$ cat config.mk
export PLATFORM = sky130hd
export DESIGN_NAME = key_entry_ctrl_flat
export DESIGN_NICKNAME = d
export VERILOG_FILES = /design/src/rtl/key_entry_ctrl_if.sv /design/src/rtl/key_entry_ctrl.sv /design/src/flat_wrapper.sv
export SDC_FILE = /design/constraint.sdc
export NUM_CORES = 1
export LEC_CHECK = 0
export BUFFER_PORTS_ARGS = -buffer_cell sky130_fd_sc_hd__buf_2
export CORE_UTILIZATION = 60
export CTS_CLUSTER_DIAMETER = 30
export DETAILED_ROUTE_END_ITERATION = 12
export PLACE_DENSITY = 0.86
export SYNTH_ARGS = -nofsm -noshare
export SYNTH_HDL_FRONTEND = slang
export SYNTH_SLANG_ARGS = --single-unit
$ cat constraint.sdc
create_clock -name clk -period 5.85 [get_ports clk]
set_input_delay 1.17 -clock clk [delete_from_list [all_inputs] [get_ports clk]]
set_output_delay 1.17 -clock clk [all_outputs]
set_load 0.01 [all_outputs]
$ cat src/rtl/key_entry_ctrl_if.sv
// Keypad-side and result-side signals of the calculator entry controller.
// The master modport drives keys and observes results; slave is the controller.
interface key_entry_ctrl_if;
    logic [3:0]  key_code;
    logic        key_pulse;
    logic [9:0]  operand_a;
    logic [9:0]  operand_b;
    logic [10:0] result;
    logic [10:0] disp_value;
    logic [1:0]  state_out;
    logic        result_valid;
    logic [1:0]  digit_count;

    modport master (
        output key_code, key_pulse,
        input  operand_a, operand_b, result, disp_value, state_out, result_valid, digit_count
    );

    modport slave (
        input  key_code, key_pulse,
        output operand_a, operand_b, result, disp_value, state_out, result_valid, digit_count
    );
endinterface

$ cat src/rtl/key_entry_ctrl.sv
// Two-operand decimal keypad entry and adder; key effects visible one cycle later, sum pulses 2 cycles after final ENTER.
// No backpressure: keys arriving during the single CALC cycle are dropped.
module key_entry_ctrl #(
    parameter int MAX_DIGITS = 3
) (
    input  logic              clk,
    input  logic              rst_n,
    key_entry_ctrl_if.slave   bus
);

    typedef enum logic [1:0] {
        ST_ENTER_A = 2'd0,
        ST_ENTER_B = 2'd1,
        ST_CALC    = 2'd2,
        ST_SHOW    = 2'd3
    } state_t;

    localparam logic [1:0] MAX_CNT = 2'(MAX_DIGITS);

    state_t      state_q, state_d;
    logic [9:0]  op_a_q, op_a_d;
    logic [9:0]  op_b_q, op_b_d;
    logic [10:0] result_q, result_d;
    logic [1:0]  cnt_q, cnt_d;
    logic        rv_q, rv_d;

    logic        key_digit;
    logic        key_enter;
    logic        key_clear;
    logic [13:0] op_sel_ext;
    logic [9:0]  op_next;

    assign key_digit = (bus.key_code <= 4'd9);
    assign key_enter = (bus.key_code == 4'hA);
    assign key_clear = (bus.key_code == 4'hC);

    // Shift-and-add is done wide so a larger MAX_DIGITS cannot wrap mid-computation.
    assign op_sel_ext = (state_q == ST_ENTER_B) ? {4'd0, op_b_q} : {4'd0, op_a_q};
    assign op_next    = 10'(op_sel_ext * 14'd10 + {10'd0, bus.key_code});

    always_ff @(posedge clk or negedge rst_n) begin
        if (!rst_n) begin
            state_q  <= ST_ENTER_A;
            op_a_q   <= '0;
            op_b_q   <= '0;
            result_q <= '0;
            cnt_q    <= '0;
            rv_q     <= 1'b0;
        end else begin
            state_q  <= state_d;
            op_a_q   <= op_a_d;
            op_b_q   <= op_b_d;
            result_q <= result_d;
            cnt_q    <= cnt_d;
            rv_q     <= rv_d;
        end
    end

    always_comb begin
        state_d  = state_q;
        op_a_d   = op_a_q;
        op_b_d   = op_b_q;
        result_d = result_q;
        cnt_d    = cnt_q;
        rv_d     = 1'b0;

        if (state_q == ST_CALC) begin
            result_d = {1'b0, op_a_q} + {1'b0, op_b_q};
            rv_d     = 1'b1;
            state_d  = ST_SHOW;
        end else if (bus.key_pulse) begin
            if (key_clear) begin
                op_a_d   = '0;
                op_b_d   = '0;
                result_d = '0;
                cnt_d    = '0;
                state_d  = ST_ENTER_A;
            end else if (key_digit) begin
                if (state_q == ST_SHOW) begin
                    op_a_d  = {6'd0, bus.key_code};
                    op_b_d  = '0;
                    cnt_d   = 2'd1;
                    state_d = ST_ENTER_A;
                end else if (cnt_q < MAX_CNT) begin
                    if (state_q == ST_ENTER_A) begin
                        op_a_d = op_next;
                    end else begin
                        op_b_d = op_next;
                    end
                    cnt_d = cnt_q + 2'd1;
                end
            end else if (key_enter && (state_q != ST_SHOW) && (cnt_q != 2'd0)) begin
                cnt_d = '0;
                if (state_q == ST_ENTER_A) begin
                    op_b_d  = '0;
                    state_d = ST_ENTER_B;
                end else begin
                    state_d = ST_CALC;
                end
            end
        end
    end

    always_comb begin
        case (state_q)
            ST_ENTER_A: bus.disp_value = {1'b0, op_a_q};
            ST_ENTER_B: bus.disp_value = {1'b0, op_b_q};
            default:    bus.disp_value = result_q;
        endcase
    end

    assign bus.operand_a    = op_a_q;
    assign bus.operand_b    = op_b_q;
    assign bus.result       = result_q;
    assign bus.state_out    = state_q;
    assign bus.result_valid = rv_q;
    assign bus.digit_count  = cnt_q;

endmodule

$ cat src/flat_wrapper.sv
// flat-port wrapper written by rule: the top's interface ports become plain ports
module key_entry_ctrl_flat 
#(
    parameter int MAX_DIGITS = 3
)
  (clk, rst_n, bus_key_code, bus_key_pulse, bus_operand_a, bus_operand_b, bus_result, bus_disp_value, bus_state_out, bus_result_valid, bus_digit_count);
  key_entry_ctrl_if bus_i ();
  input  logic clk;
  input  logic rst_n;
  input wire logic [$bits(bus_i.key_code)-1:0] bus_key_code;
  input wire logic [$bits(bus_i.key_pulse)-1:0] bus_key_pulse;
  output wire logic [$bits(bus_i.operand_a)-1:0] bus_operand_a;
  output wire logic [$bits(bus_i.operand_b)-1:0] bus_operand_b;
  output wire logic [$bits(bus_i.result)-1:0] bus_result;
  output wire logic [$bits(bus_i.disp_value)-1:0] bus_disp_value;
  output wire logic [$bits(bus_i.state_out)-1:0] bus_state_out;
  output wire logic [$bits(bus_i.result_valid)-1:0] bus_result_valid;
  output wire logic [$bits(bus_i.digit_count)-1:0] bus_digit_count;
  assign bus_i.key_code = bus_key_code;
  assign bus_i.key_pulse = bus_key_pulse;
  assign bus_operand_a = bus_i.operand_a;
  assign bus_operand_b = bus_i.operand_b;
  assign bus_result = bus_i.result;
  assign bus_disp_value = bus_i.disp_value;
  assign bus_state_out = bus_i.state_out;
  assign bus_result_valid = bus_i.result_valid;
  assign bus_digit_count = bus_i.digit_count;
  key_entry_ctrl #(.MAX_DIGITS(MAX_DIGITS)) u_core (.clk(clk), .rst_n(rst_n), .bus(bus_i));
endmodule
# ---- After elaboration in Yosys (flattened, before gate mapping)
# Index checks and enable logic that the tools add are counted.
dict set report op_classes {
  n_addsub 3
  mul 1
  div_mod_pow 0
  n_lt_le_gt_ge 2
  n_eq_ne 9
  n_shift 0
  muxes 30
  bitwise_logic 1
  reduce_logical 17
}
# cell count
set op_table {}
lappend op_table {{two-way mux 10 bit} 13}
lappend op_table {{two-way mux 11 bit} 3}
lappend op_table {{two-way mux 2 bit} 12}
lappend op_table {{one-hot mux 11 bit (2 select lines)} 1}
lappend op_table {{multiplier 14 x 3 -> 9 bit (second input constant)} 1}
lappend op_table {{!= test 4 bit (second input constant)} 3}
lappend op_table {{nonzero test 3 bit} 4}
lappend op_table {{adder 10 x 10 -> 11 bit} 1}
lappend op_table {{adder 10 x 4 -> 10 bit} 1}
lappend op_table {{equality test 4 bit (second input constant)} 2}
lappend op_table {{nonzero test 2 bit} 4}
lappend op_table {{AND reduction 6 bit} 1}
lappend op_table {{AND reduction 5 bit} 1}
lappend op_table {{equality test 2 bit (second input constant)} 2}
lappend op_table {{<= comparator 4 bit (second input constant)} 1}
lappend op_table {{AND reduction 4 bit} 1}
lappend op_table {{nonzero test 4 bit} 1}
lappend op_table {{AND reduction 3 bit} 1}
lappend op_table {{adder 2 x 1 -> 2 bit (second input constant)} 1}
lappend op_table {{equality test 2 x 1 -> 1 bit (second input constant)} 1}
lappend op_table {{logical AND 1 bit} 2}
lappend op_table {{logical NOT 2 bit} 1}
lappend op_table {{< comparator 2 bit (second input constant)} 1}
lappend op_table {{!= test 2 bit (second input constant)} 1}
lappend op_table {{3 further kinds} 3}
dict set report word_totals {
  register_bits 36
  latch_bits 0
  ram_bits 0
  rom_bits 0
  input_bits 7
  output_inout_bits 47
  wordCells 69
  mem_count 0
}

# ---- Longest topological paths before layout
dict set report logic_depth {
  ltp_word 9
  ltp_mapped 13
  depth_no_buf 12
}

# ---- Worst setup path before layout
# No wires, ideal clock.
dict set report synth_timing {
  path_kind {register to register}
  from {register u_core.state_q[1], in the netlist u_core.bus.state_out[1]}
  to {register u_core.op_a_q[9], in the netlist u_core.bus.operand_a[9]}
  setup_ns 0.092
  arrival_ns 3.526
  required_time_ns 5.758
  slack_ns 2.231
  stages_incl_launch_ff 14
  n_path_buf 1
  period_less_slack_ns 3.619
  path_cell_list {dfrtp_1 inv_1 ha_1 clkbuf_1 mux2_2 ha_1 ha_1 fa_1 a21o_1 a21oi_1 xnor2_1 nand3_1 xor3_1 o31ai_2}
}
dict set report synth_via {
  elab_chain_cells 9
  elab_cells_between_ends 16
  cone_classes {add/sub: 1; mul: 1; eq/ne: 3; mux: 6; bitwise: 1; reduce/logical: 4}
}
# item line
set synth_lines {}
lappend synth_lines {{from (decl)} key_entry_ctrl.sv:20} ;# state_t state_q, state_d;
lappend synth_lines {{from (signal assigned)} key_entry_ctrl.sv:50} ;# state_q <= state_d;
lappend synth_lines {{equality test 2 x 1 -> 1 bit} key_entry_ctrl.sv:38} ;# assign op_sel_ext = (state_q == ST_ENTER_B) ? {4'd0, op_b_q} : {4'd0, op_a_q};
lappend synth_lines {{two-way mux 10 bit} key_entry_ctrl.sv:38}
lappend synth_lines {{multiplier 14 x 3 -> 9 bit} key_entry_ctrl.sv:39} ;# assign op_next = 10'(op_sel_ext * 14'd10 + {10'd0, bus.key_code});
lappend synth_lines {{adder 10 x 4 -> 10 bit} key_entry_ctrl.sv:39}
lappend synth_lines {{two-way mux 10 bit} key_entry_ctrl.sv:85} ;# if (state_q == ST_ENTER_A) begin
lappend synth_lines {{two-way mux 10 bit} key_entry_ctrl.sv:84} ;# end else if (cnt_q < MAX_CNT) begin
lappend synth_lines {{two-way mux 10 bit} key_entry_ctrl.sv:79} ;# if (state_q == ST_SHOW) begin
lappend synth_lines {{two-way mux 10 bit} key_entry_ctrl.sv:78} ;# end else if (key_digit) begin
lappend synth_lines {{two-way mux 10 bit} key_entry_ctrl.sv:72} ;# if (key_clear) begin
lappend synth_lines {{to (signal assigned)} key_entry_ctrl.sv:51} ;# op_a_q <= op_a_d;
lappend synth_lines {{to (decl)} key_entry_ctrl.sv:21} ;# logic [9:0] op_a_q, op_a_d;
# Several ways; a longest one is shown, not always the timed one. The select of a mux whose other input is x is not followed.
# A chain may end at the register's enable or synchronous reset.

# ---- Worst setup path after layout
# Same ends and word-level chain as after synthesis.

==> run_results.csv <==
group,metric,value,unit
clock_network,cts_tree,"done",
cells_and_area,stdcell_area,3030,µm²
placement,dp_slack,1820,ps
pwr,peakVddDrop,340,µV
drt,drc,0,
sta,fin_crit_sh,69.0,%
drt,drtPass1Iterations,4,
yosys,ys_warn_count,0,
cells_and_area,diodes,0,
worst_setup_path,r2r_end,"u_core.bus.operand_a[9]",
sta,tns,0,ps
run_status,status,"completed",
clock_network,cts_buffers,5,
yosys,syn_avg_cell_area,9.43,µm²
grt,grt_first_pass_wirelength,9890,µm
worst_setup_path,required,6040,ps
sta,fin_skew,3.18,ps
grt,grt_pass1_vias,2120,
sta,tightest_slew,824,ps
yosys,ys_seq_area_share,33.9,%
hold_path,hold_path_end,"u_core.bus.result[2]",
worst_setup_path,crit_start,"u_core.bus.state_out[1]",
yosys,synth_ff_type,"dfrtp_1",
die,die_h,68.6,µm
clock_network,cts_root_buf,"clkbuf_8",
yosys,yosysUniqueCellTypes,43,
sta,maxSlewViolCount,0,
worst_setup_path,end_kind,"flip-flop",
sta,finalCriticalPeriod,4040,ps
clock_network,hold_buffers,0,
worst_setup_path,critical_path_arrival,4220,ps
clock_network,clk_latency,290,ps
placement,io_buffers,53,
die,num_rows,23,
hold_path,hp-class,"flip-flop to flip-flop",
die,ios,54,
sta,rsz0062_at_grt,"false",
placement,dp.cells,374,
pwr,leakage,1.64,nW
hold_path,holdPathStages,2,
yosys,syn_area,2660,µm²
clock_network,path_clk_slew,70,ps
clock_network,clk_path_buf_depth,2,
cells_and_area,layout.nets,372,
pwr,power_density,618,nW/µm²
drt,drt_iter0_drc,153,
yosys,synth-edff-count,0,
clock_network,post_cts_resized,0,
clock_network,post-cts-setup-buffers,0,
yosys,synthArstFlopShare,100,%
worst_setup_path,r2r_start,"u_core.bus.state_out[1]",
worst_setup_path,r2r_cells,12,
sta,finalSetupViolations,0,
die,start_util,64.6,%
pwr,power,1.87,mW
clock_network,cts_max_level,2,
hold_path,holdCritStartpoint,"u_core.bus.result[2]",
grt,grt_usage,28.9,%
drt,vias_per_cell,5.84,
yosys,syn_inst,282,
cells_and_area,fill_cells,309,
drt,wl_per_cell,16.0,µm
worst_setup_path,crit_type,"flip-flop to flip-flop",
drt,vias,2232,
job,cap_violations,0,
die,die_x,68.6,µm
drt,wirelength,6100,µm
clock_network,cts.sinks,36,
die,coreArea,4120,µm²
yosys,synth.net_count,323,
die,dieArea,4700,µm²
worst_setup_path,reg2reg_slack,1810,ps
grt,antenna_found_initial,0,
placement,dp_hpwl,4600,µm
grt,grt_overflow_total,0,
cells_and_area,drive_gt1_share,22.9,%
sta,max_freq,0.248,GHz
worst_setup_path,cp_max_fo,21,
placement,place_area,2940,µm²
sta,fin_ws,1810,ps
worst_setup_path,start_kind,"flip-flop",
sta,slew_headroom,44.9,%
placement,gp_congestion,0.841,
grt,grt_max_degree,37,
cells_and_area,final_cells,382,
yosys,ys_ff_latch,36,
drt,drtAntennaViolNets,0,
cells_and_area,area_delta_synth_final,14.0,%
sta,hold_viol,0,
## how the worst max path moves through the flow
stage	depth (start not counted)	slack, ps	endpoint
after global routing	12	1590	u_core.bus.operand_b[9]
after global placement	12	2030	u_core.bus.operand_a[9]
final	12	1810	u_core.bus.operand_a[9]
after floorplan	13	2230	u_core.bus.operand_a[9]
after detailed placement	12	1820	u_core.bus.operand_a[9]
after CTS	12	1820	u_core.bus.operand_a[9]
## cells in the mapped netlist (all sizes together) (2+ instances only)
master,count,area share (%)
a21o,8,2.3
a21oi,13,2.6
a22o,6,2.0
a22oi,11,3.1
a32o,2,0.75
and3,2,0.47
buf,4,0.71
clkbuf,7,0.99
dfrtp,36,34
fa,3,2.3
ha,31,15
inv,7,0.99
mux2,10,4.2
nand2,55,7.8
nand3,2,0.38
nand3b,4,1.3
nor2,9,1.3
nor2b,2,0.47
nor3,3,0.75
o211ai,3,1.0
o21a,2,0.56
o21ai,17,3.2
o21bai,3,0.85
o31ai,12,3.6
or2,2,0.47
xnor2,7,2.3
xor2,12,4.0
## per-layer routing
metal	vias to the layer above	track usage [%]	wire, µm
met4	0	9.90	90
li1	1111	-	-
met1	1045	36.0	2630
met5	-	0	0
met3	7	5.92	363
met2	69	49.4	3010
## final cells by class
class                   count  area, µm²  share of cell area [%]
multi-input cells         228       1690                    55.6
clock buffers               8       90.1                    2.97
inverters                   7       26.3                   0.867
well taps                  50       62.6                    2.06
flip-flops and latches     36        901                    29.7
repair buffers             53        265                    8.75
## sequential cells by signal (all words and copies together) (netlist names)
name,count
u_core.bus.result_valid,1
u_core.bus.operand_b,10
u_core.bus.result,11
u_core.bus.state_out,2
u_core.bus.digit_count,2
u_core.bus.operand_a,10
## logic make-up (layout without fill, tap and decap cells)
kind of cell / after synthesis / count (layout) / share of synthesized area [%]
compound gates: 80 / 80 / 20.8
xor+xnor: 20 / 20 / 7.15
fa+ha+maj: 34 / 34 / 16.8
buf+inv: 18 / 68 / 2.68
flops: 36 / 36 / 33.9
mux: 11 / 11 / 4.61
simple gates: 83 / 83 / 14.0
## stage by stage
step                utilization, %  hold WS [ps]
CTS                           73.7           504
global route                  73.7           537
floorplan                        -           534
finish                        73.7           496
detailed placement            71.5           487
global placement              71.5           478
## critical path, stage by stage, from the launching register on
cell and delay, ps:
dfrtp_1 410, inv_1 130, ha_1 670, mux2_2 450, ha_1 290, ha_1 220
fa_1 410, xor2_1 320, nand2_1 90, nor2_1 170, nand3_1 120, xor3_1 410
o31ai_2 250
## cells in the final DEF (no fill, tap or decap), types with 2 or more instances in the layout
cell and count:
a21oi_1 12, o211ai_1 2, nand2_1 55, ha_1 31, buf_2 53, nor2b_1 2, nand3_1 2, a22oi_1 11
a21o_1 8, o21bai_1 3, nand3b_1 3, or2_2 2, nor3_1 2, mux2_2 10, inv_1 7, clkbuf_8 6
xor2_1 12, o21a_1 2, a32o_1 2, o21ai_0 16, a22o_1 6, clkbuf_1 2, fa_1 3, xnor2_1 7
dfrtp_1 36, and3_1 2, o31ai_1 11, nor2_1 9
## power breakdown
group / switching (mW) / internal, mW / total, mW / leakage (nW)
Combinational: 0.705 / 0.513 / 1.22 / 1.13
Clock: 0.0871 / 0.0961 / 0.183 / 0.0455
Sequential: 0.123 / 0.351 / 0.473 / 0.467
Total: 0.915 / 0.960 / 1.87 / 1.64
No activity file was read; power rests on OpenSTA's default activity.
